--- src/rtl/pcileech_btn_rst_ctl_pkg.sv ---
// pcileech_btn_rst_ctl_pkg: shared state encoding for the button/reset controller
package pcileech_btn_rst_ctl_pkg;
    typedef enum logic [1:0] {S_POR, S_RUN, S_HOLD, S_RELOAD} rstctl_state_t;
endpackage

--- src/rtl/pcileech_btn_debounce.sv ---
// pcileech_btn_debounce: 2-FF synchronizer plus stable-count debounce for one raw button pin
module pcileech_btn_debounce
    import pcileech_btn_rst_ctl_pkg::*;
#(
    parameter int DEBOUNCE_CYCLES = 1_000_000
) (
    input  logic clk,
    input  logic rst,
    input  logic din_async,
    output logic dout
);
    localparam int CW = $clog2(DEBOUNCE_CYCLES + 1);
    logic          sync1_q, sync2_q, dout_q, dout_d;
    logic [CW-1:0] cnt_q, cnt_d;
    logic          differ, done;
    always_comb begin
        differ = sync2_q != dout_q;
        done   = cnt_q == CW'(DEBOUNCE_CYCLES - 1);
        cnt_d  = (!differ || done) ? '0 : cnt_q + CW'(1);
        dout_d = (differ && done) ? sync2_q : dout_q;
    end
    always_ff @(posedge clk) begin
        if (rst) begin
            sync1_q <= 1'b1;
            sync2_q <= 1'b1;
            dout_q  <= 1'b1;
            cnt_q   <= '0;
        end else begin
            sync1_q <= din_async;
            sync2_q <= sync1_q;
            dout_q  <= dout_d;
            cnt_q   <= cnt_d;
        end
    end
    assign dout = dout_q;
endmodule

--- src/rtl/pcileech_btn_rst_ctl.sv ---
// pcileech_btn_rst_ctl: button conditioning, system reset / config-reload sequencing, tick counter and power-on blink
module pcileech_btn_rst_ctl
    import pcileech_btn_rst_ctl_pkg::*;
#(
    parameter int DEBOUNCE_CYCLES = 1_000_000,
    parameter int POR_CYCLES      = 64,
    parameter int RELOAD_CYCLES   = 500_000_000,
    parameter int BLINK_BIT       = 24
) (
    input  logic        clk,
    input  logic        rst,
    input  logic        user_sw1_n,
    input  logic        user_sw2_n,
    output logic        rst_sys,
    output logic        rst_cfg_reload,
    output logic        ft2232_rst_n,
    output logic        led_pwronblink,
    output logic [63:0] tickcount64
);
    localparam int PW = $clog2(POR_CYCLES);
    localparam int HW = $clog2(RELOAD_CYCLES + 1);
    rstctl_state_t state_q, state_d;
    logic [PW-1:0] por_cnt_q, por_cnt_d;
    logic [HW-1:0] hold_cnt_q, hold_cnt_d;
    logic [63:0]   tick_q, tick_d;
    logic          rst_sys_q, rst_sys_d, reload_q, reload_d, ft_q, ft_d, led_q, led_d;
    logic          sw1_db, sw2_db, sw1_pressed, sw2_pressed, holding;
    pcileech_btn_debounce #(.DEBOUNCE_CYCLES(DEBOUNCE_CYCLES)) u_db_sw1 (
        .clk(clk), .rst(rst), .din_async(user_sw1_n), .dout(sw1_db)
    );
    pcileech_btn_debounce #(.DEBOUNCE_CYCLES(DEBOUNCE_CYCLES)) u_db_sw2 (
        .clk(clk), .rst(rst), .din_async(user_sw2_n), .dout(sw2_db)
    );
    assign sw1_pressed = ~sw1_db;
    assign sw2_pressed = ~sw2_db;
    always_comb begin
        state_d    = state_q;
        por_cnt_d  = por_cnt_q;
        hold_cnt_d = hold_cnt_q;
        case (state_q)
            S_POR: begin
                por_cnt_d = por_cnt_q + PW'(1);
                if (sw2_pressed) begin
                    state_d    = S_HOLD;
                    hold_cnt_d = '0;
                end else if (por_cnt_q == PW'(POR_CYCLES - 1)) begin
                    state_d = S_RUN;
                end
            end
            S_RUN: begin
                if (sw2_pressed) begin
                    state_d    = S_HOLD;
                    hold_cnt_d = '0;
                end
            end
            S_HOLD: begin
                if (!sw2_pressed) begin
                    state_d   = S_POR;
                    por_cnt_d = '0;
                end else begin
                    hold_cnt_d = hold_cnt_q + HW'(1);
                    if (hold_cnt_q == HW'(RELOAD_CYCLES - 1)) state_d = S_RELOAD;
                end
            end
            default: begin
                if (!sw2_pressed) begin
                    state_d   = S_POR;
                    por_cnt_d = '0;
                end
            end
        endcase
        // outputs decode the next state so they move on the same edge as the FSM
        holding   = state_d == S_HOLD || state_d == S_RELOAD;
        tick_d    = holding ? '0 : tick_q + 64'd1;
        rst_sys_d = state_d != S_RUN;
        reload_d  = state_d == S_RELOAD;
        ft_d      = !holding;
        led_d     = sw1_pressed ^ (tick_q[BLINK_BIT] & (tick_q[63:BLINK_BIT+3] == '0));
    end
    always_ff @(posedge clk) begin
        if (rst) begin
            state_q    <= S_POR;
            por_cnt_q  <= '0;
            hold_cnt_q <= '0;
            tick_q     <= '0;
            rst_sys_q  <= 1'b1;
            reload_q   <= 1'b0;
            ft_q       <= 1'b0;
            led_q      <= 1'b0;
        end else begin
            state_q    <= state_d;
            por_cnt_q  <= por_cnt_d;
            hold_cnt_q <= hold_cnt_d;
            tick_q     <= tick_d;
            rst_sys_q  <= rst_sys_d;
            reload_q   <= reload_d;
            ft_q       <= ft_d;
            led_q      <= led_d;
        end
    end
    assign rst_sys        = rst_sys_q;
    assign rst_cfg_reload = reload_q;
    assign ft2232_rst_n   = ft_q;
    assign led_pwronblink = led_q;
    assign tickcount64    = tick_q;
endmodule
--- config.mk ---
export PLATFORM = sky130hd
export DESIGN_NAME = pcileech_btn_rst_ctl
export DESIGN_NICKNAME = d
export VERILOG_FILES = /design/src/rtl/pcileech_btn_rst_ctl_pkg.sv /design/src/rtl/pcileech_btn_debounce.sv /design/src/rtl/pcileech_btn_rst_ctl.sv
export SDC_FILE = /design/constraint.sdc
export NUM_CORES = 1
export LEC_CHECK = 0
export CAP_MARGIN = 20
export CORE_ASPECT_RATIO = 0.5
export CORE_MARGIN = 3
export CORE_UTILIZATION = 45
export DETAILED_ROUTE_END_ITERATION = 16
export PLACE_DENSITY = 0.66
export SYNTH_ARGS = -nofsm -noshare
export SYNTH_HDL_FRONTEND = slang
export SYNTH_SLANG_ARGS = --single-unit
--- constraint.sdc ---
create_clock -name clk -period 5.25 [get_ports clk]
set_clock_uncertainty 0.15 [all_clocks]
set_input_delay 1.05 -clock clk [delete_from_list [all_inputs] [get_ports clk]]
set_output_delay 1.05 -clock clk [all_outputs]
set_load 0.01 [all_outputs]
==> results.ini, run 1 <==
[clock_tree]
cts_buffers = 17
clock_sinks = 151
h-tree-depth = 4
cts_root_buf = clkbuf_16
ctsHoldBuffers = 0
cts-resized-gates = 0
path_clk_slew_ns = 0.07
cts_tree = done
worst_skew_pair.late_latency_ns = 0.41
cts_buffer_depth = 2
post-cts-setup-buffers = 0

[synthesis]
synth-compound-area-share_pct = 8.52
seq_area_frac_synth_pct = 44.8
synthXorXnorAreaFrac_pct = 11.4
synth_top_family_by_area = simple AND/OR/NAND/NOR gates
synthSimpleGateAreaFrac_pct = 31.5
yosys-mux-area-fraction_pct = 0
synth_ff_type = dfxtp_1
yosys_warnings = 0
syn_area_per_cell_um2 = 8.42
syn-instance-count = 802
synth-seq-cells = 151
netlist_area_mm2 = 0.00675
ys_async_sr_fraction_pct = 0
synthAdderAreaFrac_pct = 0.926
synth_edf_count = 0
syn-num-nets = 811
synth.distinct_cells = 44

[final_layout]
layout.nets = 873
antenna_cells = 0
mostFrequentLayoutCells = 151 x dfxtp_1, 120 x nor2_1, 71 x clkdlybuf4s50_1
syn_to_final_growth_pct = 21.6
layout.cells.non_filler = 1069
design_area_mm2 = 0.00821
fill_cells = 1268
final_common_cell = dfxtp_1
final_util_pct = 58.2
drive_above_1_share_pct = 5.93

[power]
power_mw = 2.43
leakage_nw = 2.53
power.density_mw_per_mm2 = 297
irDropWorstVdd_mv = 0.223

[critical_path]
rr_startpoint = tickcount64[3]
path_cells = nand4_2, nor4_4, nand4_1, or4_1, a21oi_1
crit_fanout = 15
cpPeakStageDelay_ns = 0.60
cp-end-kind = register
cp_num_buf_inv = 0
critical_path_class = reg2reg
cp-start-kind = register
required_ns = 5.43
startpoint = tickcount64[3]
crit_family = simple AND/OR/NAND/NOR gates
cp.arrival_ns = 3.16
slowest_stage = nor4_4

[detailed_routing]
ant_nets = 0
first_iter_violations = 298
avgViaCountPerCell = 5.49
post-route-drc-count = 0
wl_mm = 15.3
drt_first_pass_iters = 7
vias = 5873
wl_per_cell_um = 14.3

[placement]
pre_cts_slack_ns = 1.95
gp_congestion = 0.814
numPortBuffers = 71
hpwl_mm = 10.3
place_inst = 1037
placed_cell_area_mm2 = 0.00761

[die]
start_util_pct = 47.8
die_w_um = 179
rows = 30
coreArea_mm2 = 0.0141
dieArea_mm2 = 0.0166
fp.dieH_um = 92.6
io_pins = 72

[timing]
slew_violations = 0
fin_tns_setup_ns = 0
worstMarginPinSlew_ns = 0.974
setup_violations = 0
fmax_ghz = 0.335
slew_headroom_pct = 35.0
hold_slack_ns = 0.268
setup_slack_ns = 2.26
fin_crit_ns = 2.99
rsz0062_at_grt = false
finalHoldViolCount = 0
min_period_over_period_pct = 56.9

[grt]
grt_pass1_vias = 5517
grt_pass1_wl_mm = 26.0
grt_max_degree = 48
overflow = 0
grt_usage_pct = 19.1
antenna_found_initial = 0

[outcome]
status = complete, no violations

[hold_path]
hp-class = reg2reg
hp-start = u_db_sw1.sync1_q

[flow_run]
maxCapViolCount = 0

## flip-flops by register name (all words and copies together) (netlist names), 2 cells and up
name            cells
hold_cnt_q         29
por_cnt_q           6
state_q             2
tickcount64        64
u_db_sw1.cnt_q     20
u_db_sw2.cnt_q     20
## per-layer routing
layer	track usage [%]	share of wire (%)
met5	0	0
met4	5.46	0.62
met3	4.83	4.0
met2	31.0	46
met1	25.1	50
## worst paths after layout
kind                      end  slack, ns  cells after the start
max           tickcount64[47]       2.26                      5
min          u_db_sw1.sync2_q       0.27                      1
max reg2reg   tickcount64[47]       2.26                      5
min reg2reg  u_db_sw1.sync2_q       0.27                      1
## synthesized netlist by cell type (14+ instances only)
master | instances | share of area (%)
nor4_1 | 32 | 3.0
inv_1 | 21 | 1.2
xnor2_1 | 48 | 6.2
nand3_1 | 56 | 4.2
clkbuf_1 | 29 | 1.6
nor2_1 | 120 | 6.7
nand2_1 | 38 | 2.1
a21oi_1 | 47 | 3.5
nand4_1 | 39 | 3.6
or3_1 | 38 | 3.5
nor3_1 | 17 | 1.3
o21ai_0 | 36 | 2.7
xor2_1 | 40 | 5.2
dfxtp_1 | 151 | 45
and3_1 | 14 | 1.3
## cells by family (layout without fill, tap and decap cells)
group | count (synthesis) | after routing
flip-flops | 151 | 151
AND/OR/NAND/NOR | 402 | 402
adder cells (fa/ha/maj) | 5 | 5
XOR/XNOR | 88 | 88
AO/OA/AOI/OAI | 104 | 104
buffers and inverters | 52 | 127
## area by class of cell
type | instances | area (µm²) | share of cell area [%]
Clock buffer | 20 | 457 | 5.56
Clock inverter | 12 | 141 | 1.72
Inverter | 21 | 78.8 | 0.960
Multi-Input combinational cell | 599 | 3540 | 43.1
Sequential cell | 151 | 3020 | 36.8
Tap cell | 192 | 240 | 2.93
Timing Repair Buffer | 74 | 733 | 8.93
## worst register-to-register path, cell delays in order (launching register included)
cell and delay, ns:
dfxtp_1 0.45, nand4_2 0.35, nor4_4 0.60, nand4_1 0.60
or4_1 0.60, a21oi_1 0.16
## power by group
| group | internal [mW] | switching (mW) | leakage [nW] |
|---|---|---|---|
| clock network | 0.733 | 0.506 | 0.288 |
| registers | 1.15 | 0.00592 | 1.22 |
| logic | 0.0142 | 0.0231 | 1.02 |
Note: power is estimated with default switching activity, not from simulation.
==> run 2, diff against run 1 <==
==> constraint.sdc (replaced) <==
create_clock -name clk -period 2.9 [get_ports clk]
set_clock_uncertainty 0.15 [all_clocks]
set_input_delay 0.58 -clock clk [delete_from_list [all_inputs] [get_ports clk]]
set_output_delay 0.58 -clock clk [all_outputs]
set_load 0.01 [all_outputs]
==> run 2 against run 1 <==
  * Sequential share of layout area fell by 0.57 points
  * Critical path depth rose by 1
  * Clock power rose by 86%
  * Die area did not move
  * Final cell count rose by 1.4%
  * Sequential power rose by 81%
  * Non-clock buffer count rose by 15
  * Worst hold slack got worse by 0.0043 ns
  * Critical path type unchanged
  * First-iteration DRC count rose by 28%
  * Maximum frequency rose by 14%
==> results.ini, run 2 (synthesis results as in run 1) <==
[power]
seqPwrFrac_pct = 46.8
power_mw = 4.48
power.density_mw_per_mm2 = 537
p_comb_share_pct = 1.6
irDropWorstVdd_mv = 0.432
power.share.clock_pct = 51.6
leakage_nw = 2.61
power_switching_mw = 0.978
p_int_mw = 3.50
p_sw_share_pct = 21.8

[critical_path]
required_ns = 3.11
cp-end-kind = register
cp-start-kind = register
rr_startpoint = tickcount64[0]
cp.arrival_ns = 2.82
startpoint = tickcount64[0]
crit_fanout = 5
r2r_slack_ns = 0.29
critical_path_class = reg2reg
r2r_cells = 6
reg2reg_to = tickcount64[32]

[clock_tree]
worst_skew_pair.late_latency_ns = 0.42
cts_buffers = 17
path_clk_slew_ns = 0.07
h-tree-depth = 4
cts_buffer_depth = 2
cts-resized-gates = 0
cts_tree = done
clock_sinks = 151
ctsHoldBuffers = 0
cts_root_buf = clkbuf_16
post-cts-setup-buffers = 0

[die]
start_util_pct = 47.8
dieArea_mm2 = 0.0166
rows = 30
die_w_um = 179
io_pins = 72
fp.dieH_um = 92.6
coreArea_mm2 = 0.0141

[placement]
place_inst = 1052
gp_congestion = 0.818
hpwl_mm = 10.6
numPortBuffers = 71

[final_layout]
fill_cells = 1298
final_common_cell = dfxtp_1
drive_above_1_share_pct = 7.51
largest_reg_flops = 64
layout.nets = 888
multi_input_area_mm2 = 0.00354
syn_to_final_growth_pct = 23.5
mostFrequentLayoutCells = 151 x dfxtp_1, 120 x nor2_1, 71 x clkdlybuf4s50_1
layout.cells.non_filler = 1084
antenna_cells = 0
regArea_mm2 = 0.00302

[grt]
grt_usage_pct = 19.4
grt_pass1_vias = 5666
grt_pass1_wl_mm = 26.4
overflow = 0
antenna_found_initial = 0
grt_max_degree = 28

[hold_path]
hold_path_end = u_db_sw1.sync2_q
hp-class = reg2reg
hp-start = u_db_sw1.sync1_q
whs_path_depth = 1

[detailed_routing]
vias = 5999
first_iter_violations = 380
wl_per_cell_um = 14.2
avgViaCountPerCell = 5.53
ant_nets = 0
post-route-drc-count = 0
wl_mm = 15.4
drt_first_pass_iters = 5

[timing]
slew_headroom_pct = 55.4
worstMarginPinSlew_ns = 0.669
hold_slack_ns = 0.263
fmax_ghz = 0.383
min_period_over_period_pct = 90.1
setup_violations = 0
slew_violations = 0
rsz0062_at_grt = false
fin_crit_ns = 2.61
fin_tns_setup_ns = 0
finalHoldViolCount = 0

[outcome]
status = complete, no violations

[flow_run]
maxCapViolCount = 0

==> run 2: changes by cell type in the layout (fill, tap and decap cells not counted) <==
cell / previous run / this run
buf_4: 3 / 18
clkbuf_8: 2 / 1
inv_6: 3 / 2
bufinv_16: 2 / 3
clkinvlp_4: 2 / 1
clkinv_4: 4 / 6
==> run 2: area by class of cell <==
class | count | area share [%]
flip-flops and latches | 151 | 36.2
clock buffers | 19 | 5.31
multi-input cells | 599 | 42.4
clock inverters | 13 | 2.07
repair buffers | 89 | 10.1
well taps | 192 | 2.88
inverters | 21 | 0.945
==> run 2: critical path, stage by stage (launching register included) <==
cell and delay [ns]:
dfxtp_1 0.40, ha_1 0.28, nand4_1 0.20, or4_4 0.50, or4_4 0.56, or3_1 0.32, a21oi_1 0.14
==> run 2: worst max-delay path by stage <==
stage,to,depth (start not counted)
2_1_floorplan,tickcount64[32],6
3_3_place_gp,tickcount64[32],6
3_5_place_dp,tickcount64[32],6
4_1_cts,tickcount64[32],6
5_1_grt,tickcount64[58],6
6_report,tickcount64[32],6
==> run 2: power groups by stage <==
| stage | combinational [mW] | clock [mW] | sequential, mW |
|---|---|---|---|
| after global placement | 0.0729 | 0 | 2.14 |
| after floorplan | 0.0427 | 0 | 2.14 |
| after global routing | 0.0811 | 2.45 | 2.10 |
| after detailed placement | 0.0730 | 0 | 2.14 |
| final | 0.0722 | 2.31 | 2.10 |
| after CTS | 0.0735 | 2.35 | 2.10 |
==> run 2: metal layers <==
metal	up-vias	global-route usage [%]	part of all wire [%]
met5	-	0	0
met4	0	7.20	1.5
met3	25	5.04	4.2
met2	112	31.7	46
met1	2850	24.6	48
li1	3012	-	-
==> run 2: metrics by stage <==
stage | cell area, µm² | util (%) | setup WS (ns)
5_1_grt | 8340 | 59.1 | 0.136
6_report | 8340 | 59.1 | 0.286
4_1_cts | 8340 | 59.1 | 0.283
2_1_floorplan | 6750 | - | 0.417
3_3_place_gp | 7720 | 54.7 | 0.369
3_5_place_dp | 7720 | 54.7 | 0.315
==> run 3, diff against run 2 <==
--- a/config.mk
+++ b/config.mk
@@ -9,6 +9,7 @@
 export CORE_ASPECT_RATIO = 0.5
 export CORE_MARGIN = 3
 export CORE_UTILIZATION = 45
+export CTS_CLUSTER_SIZE = 40
 export DETAILED_ROUTE_END_ITERATION = 16
 export PLACE_DENSITY = 0.66
 export SYNTH_ARGS = -nofsm -noshare
==> results of run 3 <==
Same layout as run 2: the final DEF is identical, and so are final timing and power.
